`src/rtl/bchecc_enc_ctrl.sv`:
```
// BCH ECC encoder control: streams message bits through an external LFSR step,
// then shifts out the accumulated parity LSB-first.
module bchecc_enc_ctrl (
    input  logic         clk,
    input  logic         rst_n,
    input  logic         start_i,
    input  logic         abort_i,
    input  logic [15:0]  msg_len_i,
    input  logic [7:0]   par_len_i,
    input  logic [194:0] gen_poly_i,
    input  logic         din_i,
    input  logic         din_vld_i,
    output logic         din_rdy_o,
    output logic         dout_o,
    output logic         dout_vld_o,
    input  logic         dout_rdy_i,
    output logic         dout_last_o,
    output logic         mod_data_o,
    output logic [194:0] mod_ecc_r_o,
    output logic [194:0] mod_gen_poly_o,
    input  logic [194:0] mod_ecc_r_i,
    output logic         busy_o,
    output logic         done_o
);

    typedef enum logic [1:0] {IDLE, MSG, PAR, DONE} state_e;

    state_e       state_q, state_d;
    logic [15:0]  cnt_q, cnt_d;
    logic [15:0]  msg_len_q, msg_len_d;
    logic [7:0]   par_len_q, par_len_d;
    logic [194:0] ecc_q, ecc_d;
    logic [194:0] poly_q, poly_d;
    logic         msg_last;
    logic         par_last;
    logic         xfer;

    assign msg_last = (cnt_q == msg_len_q - 16'd1);
    assign par_last = (cnt_q == {8'd0, par_len_q} - 16'd1);

    always_comb begin
        din_rdy_o  = 1'b0;
        dout_o     = 1'b0;
        dout_vld_o = 1'b0;
        mod_data_o = 1'b0;
        unique case (state_q)
            MSG: begin
                dout_o     = din_i;
                dout_vld_o = din_vld_i;
                din_rdy_o  = dout_rdy_i;
                mod_data_o = din_i;
            end
            PAR: begin
                dout_vld_o = 1'b1;
                dout_o     = ecc_q[0];
            end
            default: ;
        endcase
    end

    assign xfer           = dout_vld_o & dout_rdy_i;
    assign dout_last_o    = (state_q == PAR) && par_last;
    assign mod_ecc_r_o    = ecc_q;
    assign mod_gen_poly_o = poly_q;
    assign busy_o         = (state_q != IDLE);
    assign done_o         = (state_q == DONE);

    always_comb begin
        state_d   = state_q;
        cnt_d     = cnt_q;
        ecc_d     = ecc_q;
        msg_len_d = msg_len_q;
        par_len_d = par_len_q;
        poly_d    = poly_q;
        if (abort_i) begin
            state_d = IDLE;
            cnt_d   = '0;
            ecc_d   = '0;
        end else begin
            unique case (state_q)
                IDLE: if (start_i) begin
                    msg_len_d = msg_len_i;
                    // Out-of-range parity counts fall back to the full register
                    par_len_d = (par_len_i == 8'd0 || par_len_i > 8'd195)
                              ? 8'd195 : par_len_i;
                    poly_d    = gen_poly_i;
                    cnt_d     = '0;
                    ecc_d     = '0;
                    state_d   = (msg_len_i == 16'd0) ? PAR : MSG;
                end
                MSG: if (xfer) begin
                    ecc_d = mod_ecc_r_i;
                    if (msg_last) begin
                        cnt_d   = '0;
                        state_d = PAR;
                    end else begin
                        cnt_d = cnt_q + 16'd1;
                    end
                end
                PAR: if (xfer) begin
                    ecc_d = {1'b0, ecc_q[194:1]};
                    cnt_d = cnt_q + 16'd1;
                    if (par_last) state_d = DONE;
                end
                DONE: state_d = IDLE;
            endcase
        end
    end

    always_ff @(posedge clk or negedge rst_n) begin
        if (!rst_n) begin
            state_q   <= IDLE;
            cnt_q     <= '0;
            ecc_q     <= '0;
            msg_len_q <= '0;
            par_len_q <= '0;
            poly_q    <= '0;
        end else begin
            state_q   <= state_d;
            cnt_q     <= cnt_d;
            ecc_q     <= ecc_d;
            msg_len_q <= msg_len_d;
            par_len_q <= par_len_d;
            poly_q    <= poly_d;
        end
    end

endmodule

```
`config.mk`:
```
export PLATFORM = sky130hd
export DESIGN_NAME = bchecc_enc_ctrl
export DESIGN_NICKNAME = d
export VERILOG_FILES = /design/src/rtl/bchecc_enc_ctrl.sv
export SDC_FILE = /design/constraint.sdc
export NUM_CORES = 1
export LEC_CHECK = 0
export ABC_AREA = 1
export CORE_AREA = 3 3 317 319
export DETAILED_ROUTE_END_ITERATION = 6
export DIE_AREA = 0 0 320 322
export PLACE_DENSITY = 0.45
export SLEW_MARGIN = 30
export SYNTH_ARGS = -nofsm -noshare
export SYNTH_HDL_FRONTEND = slang
export SYNTH_SLANG_ARGS = --single-unit
```
`constraint.sdc`:
```
create_clock -name clk -period 1.9 [get_ports clk]
set_clock_uncertainty 0.05 [all_clocks]
set_input_delay 0.285 -clock clk [delete_from_list [all_inputs] [get_ports clk]]
set_output_delay 0.285 -clock clk [all_outputs]
set_load 0.05 [all_outputs]
```
==> flow_metrics.env <==
export IMPL_outcome="finished, violations left"
export IMPL_violations="setup timing"
export IMPL_hold_class="in2reg"
export IMPL_hold_start="gen_poly_i[135]"
export IMPL_antenna_found_initial=20
export IMPL_p_int_mw=31.8
export IMPL_min_to="mod_gen_poly_o[135]$_DFFE_PN0P_"
export IMPL_cts_tree="yes"
export IMPL_synth_commonest_cells="nand2_1, dfrtp_1, o21ai_0"
export IMPL_die_h_um=322
export IMPL_synthTopCellsByArea="dfrtp_1, nand2_1, o21ai_0"
export IMPL_ant_nets=0
export IMPL_final_area_um2=38700
export IMPL_clock_path_buffers=3
export IMPL_path_class="reg2out"
export IMPL_synth_top_area_share_pct=53.9
export IMPL_dp_cells=4808
export IMPL_ys_ff_latch=432
export IMPL_holdPathStages=3
export IMPL_crit_path_top_delay_cell="dfrtp_1"
export IMPL_drive_gt1_share_pct=39.4
export IMPL_gp_congestion=0.862
export IMPL_synth_flop_cell="dfrtp_1"
export IMPL_setup_ws_ps=-783
export IMPL_switching_power_mw=28.9
export IMPL_grt_overflow=0
export IMPL_cp_arrival_ps=2350
export IMPL_peakVddDrop_mv=0.968
export IMPL_post_dp_hpwl_um=72500
export IMPL_ys_warn_count=0
export IMPL_setup_viol=439
export IMPL_synth_edf_count=0
export IMPL_syn_inst=2598
export IMPL_power_mw=60.8
export IMPL_routed_wl_um=106000
export IMPL_grt_pass1_wl_um=143000
export IMPL_required_ps=1560
export IMPL_pwr_share_clk_pct=17.2
export IMPL_utilization_pct=39.5
export IMPL_htreeDepth=2
export IMPL_tightest_slew_ps=671
export IMPL_wl_per_cell_um=20.9
export IMPL_clkLatencyLatePin_ps=640
export IMPL_hold_viol=0
export IMPL_maxCapViolCount=0
export IMPL_synth_net_count=3027
export IMPL_avgSynthCellArea_um2=7.72
export IMPL_final_cells=5071
export IMPL_power_frac_comb_pct=59.3
export IMPL_root_buffer="clkbuf_16"
export IMPL_p_per_area_nw_per_um2=1570
export IMPL_via_per_inst=4.27
export IMPL_clk_pin_slew_ps=60
export IMPL_post_synth_num_cell_types=40
export IMPL_power_share_sequential_pct=23.5
export IMPL_crit_buf_inv=6
export IMPL_initial_utilization_pct=20.4
export IMPL_track_usage_pct=18.5
export IMPL_fp_row_count=115
export IMPL_synth_area_um2=20100
export IMPL_p_sw_share_pct=47.6
export IMPL_worst_path_most_repeated_cell="buf_4"
export IMPL_cp_end_kind="output pin"
export IMPL_dieArea_um2=103000
export IMPL_grt_pass1_vias=21800
export IMPL_ioPinCount=818
export IMPL_leakage_nw=18.7
export IMPL_drt_initial_drc_count=1094
export IMPL_rr_worst_depth=20
export IMPL_worstSetupStartpointType="flip-flop"
export IMPL_tns_ps=-180210
export IMPL_regToRegSetupSlack_ps=-650
export IMPL_drv_slew=0
export IMPL_layout_nets=4161
export IMPL_r2r_end="mod_ecc_r_o[180]$_DFFE_PN0P_"
export IMPL_grt_max_degree=71
export IMPL_holdWs_ps=113
export IMPL_yosysMostFrequentCell="nand2_1"
export IMPL_cts_buffers_inserted=55
export IMPL_drtPass1Iterations=5
export IMPL_fin_crit_sh_pct=141
export IMPL_path_max_fanout=9
export IMPL_syn_to_final_growth_pct=93.2
export IMPL_synth_top_cell_by_area="dfrtp_1"
export IMPL_relSlewSlack_pct=54.8
export IMPL_period_needed_ps=2680
export IMPL_r2r_start="state_q[1]$_DFFE_PN0P_"
export IMPL_ys_seq_area_share_pct=53.9
export IMPL_detailedPlace_worstSlack_ps=-410
export IMPL_drc=0
export IMPL_fmax_mhz=373
export IMPL_place_area_um2=31000
export IMPL_slowest_delay_ps=380
export IMPL_rsz0062_at_grt="yes"
export IMPL_crit_family="buffers and inverters"
export IMPL_async_flop_share_pct=100
export IMPL_die_w_um=320
export IMPL_path_cells="inv_2 -> ha_4 -> buf_4 -> inv_4 -> buf_4 -> nor4_4 -> buf_4 -> buf_12"
export IMPL_io_buffers=817
export IMPL_cts_sinks=432
export IMPL_core_um2=98100
export IMPL_vias=21700
==> cell usage in the layout, fill, tap and decap left out, types with 5 or more instances in the layout <==
| master | netlist | layout |
|---|---|---|
| o21ai_1 | 157 | 60 |
| nand2_1 | 1144 | 750 |
| nand4_1 | 9 | 9 |
| clkdlybuf4s50_1 | 0 | 419 |
| clkbuf_1 | 104 | 15 |
| clkinv_2 | 1 | 5 |
| dfrtp_1 | 432 | 431 |
| inv_2 | 3 | 13 |
| diode_2 | 0 | 14 |
| clkbuf_8 | 0 | 11 |
| xor2_1 | 15 | 15 |
| ha_4 | 0 | 7 |
| buf_16 | 0 | 26 |
| nand2_2 | 1 | 248 |
| buf_4 | 0 | 437 |
| nand3_4 | 1 | 7 |
| nand3_2 | 0 | 17 |
| clkdlybuf4s15_2 | 0 | 42 |
| clkbuf_16 | 0 | 97 |
| clkbuf_2 | 1 | 40 |
| nor4_1 | 6 | 5 |
| clkdlybuf4s15_1 | 0 | 33 |
| nand3_1 | 54 | 31 |
| nor2_1 | 62 | 40 |
| o21ai_0 | 262 | 201 |
| buf_6 | 19 | 47 |
| xnor2_1 | 9 | 9 |
| nor2_2 | 3 | 14 |
| buf_8 | 1 | 40 |
| buf_12 | 0 | 85 |
| inv_1 | 259 | 244 |
| nor2_4 | 1 | 12 |
| nand2_4 | 1 | 147 |
| o21ai_2 | 0 | 156 |
==> how the worst max path moves through the flow <==
| stage | from | endpoint | slack [ps] | depth (start not counted) |
|---|---|---|---|---|
| after CTS | par_len_q[0]$_DFFE_PN0P_ | dout_last_o | -900 | 10 |
| after floorplan | par_len_q[0]$_DFFE_PN0P_ | dout_last_o | -300 | 10 |
| final | state_q[0]$_DFFE_PN0P_ | dout_last_o | -780 | 8 |
| after global placement | msg_len_i[0] | state_q[0]$_DFFE_PN0P_ | -440 | 10 |
| after global routing | par_len_q[1]$_DFFE_PN0P_ | dout_last_o | -970 | 10 |
| after detailed placement | msg_len_i[0] | state_q[0]$_DFFE_PN0P_ | -410 | 10 |
==> power by group through the flow <==
| stage | logic (mW) | clock network, mW | registers (mW) |
|---|---|---|---|
| after floorplan | 7.32 | 0 | 22.5 |
| after detailed placement | 27.5 | 0 | 13.8 |
| after CTS | 32.9 | 10.8 | 13.8 |
| final | 36.0 | 10.5 | 14.3 |
| after global placement | 27.5 | 0 | 13.8 |
| after global routing | 38.0 | 11.1 | 14.6 |
==> per-layer routing <==
layer / up-vias / global-route usage, % / routed length (µm)
li1: 10400 / - / -
met1: 10400 / 21.6 / 41200
met2: 695 / 30.8 / 51400
met3: 198 / 6.68 / 8800
met4: 12 / 7.57 / 4540
met5: - / 0 / 81
==> timing repair <==
action,CTS,global route
setup buffers,61,43
hold endpoints to repair,294,0
cloned,30,55
hold buffers,1,0
pin swaps,43,163
setup endpoints to repair,338,409
resized for setup,575,807
==> cell families after synthesis <==
logic type	Yosys count	synth area share, %
AOI/OAI and AO/OA	429	10.8
xor gates and xnor gates	24	1.05
buffers and inverters	404	8.40
and+or+nand+nor	1301	25.3
DFF	432	53.9
adders and majority gates	8	0.499
==> tightest hold or removal path: stages <==
cell	delay (ps)
clkdlybuf4s50_1	390
nand2_1	60
nand2_1	40
==> final cells by class <==
class	count	area, µm²
Timing Repair Buffer	1216	13100
Multi-Input combinational cell	1762	10300
Clock inverter	14	168
Antenna cell	14	35.0
Clock buffer	81	1580
Timing Repair inverter	1	20.0
Inverter	264	1040
Fill cell	9984	59400
Sequential cell	432	10800
Tap cell	1287	1610
==> registers in the layout, summed over array words and instances (netlist names) <==
| register | cells |
|---|---|
| cnt_q | 16 |
| mod_ecc_r_o | 195 |
| par_len_q | 8 |
| msg_len_q | 16 |
| state_q | 2 |
| mod_gen_poly_o | 195 |
Power figures use the tool's default switching activity.
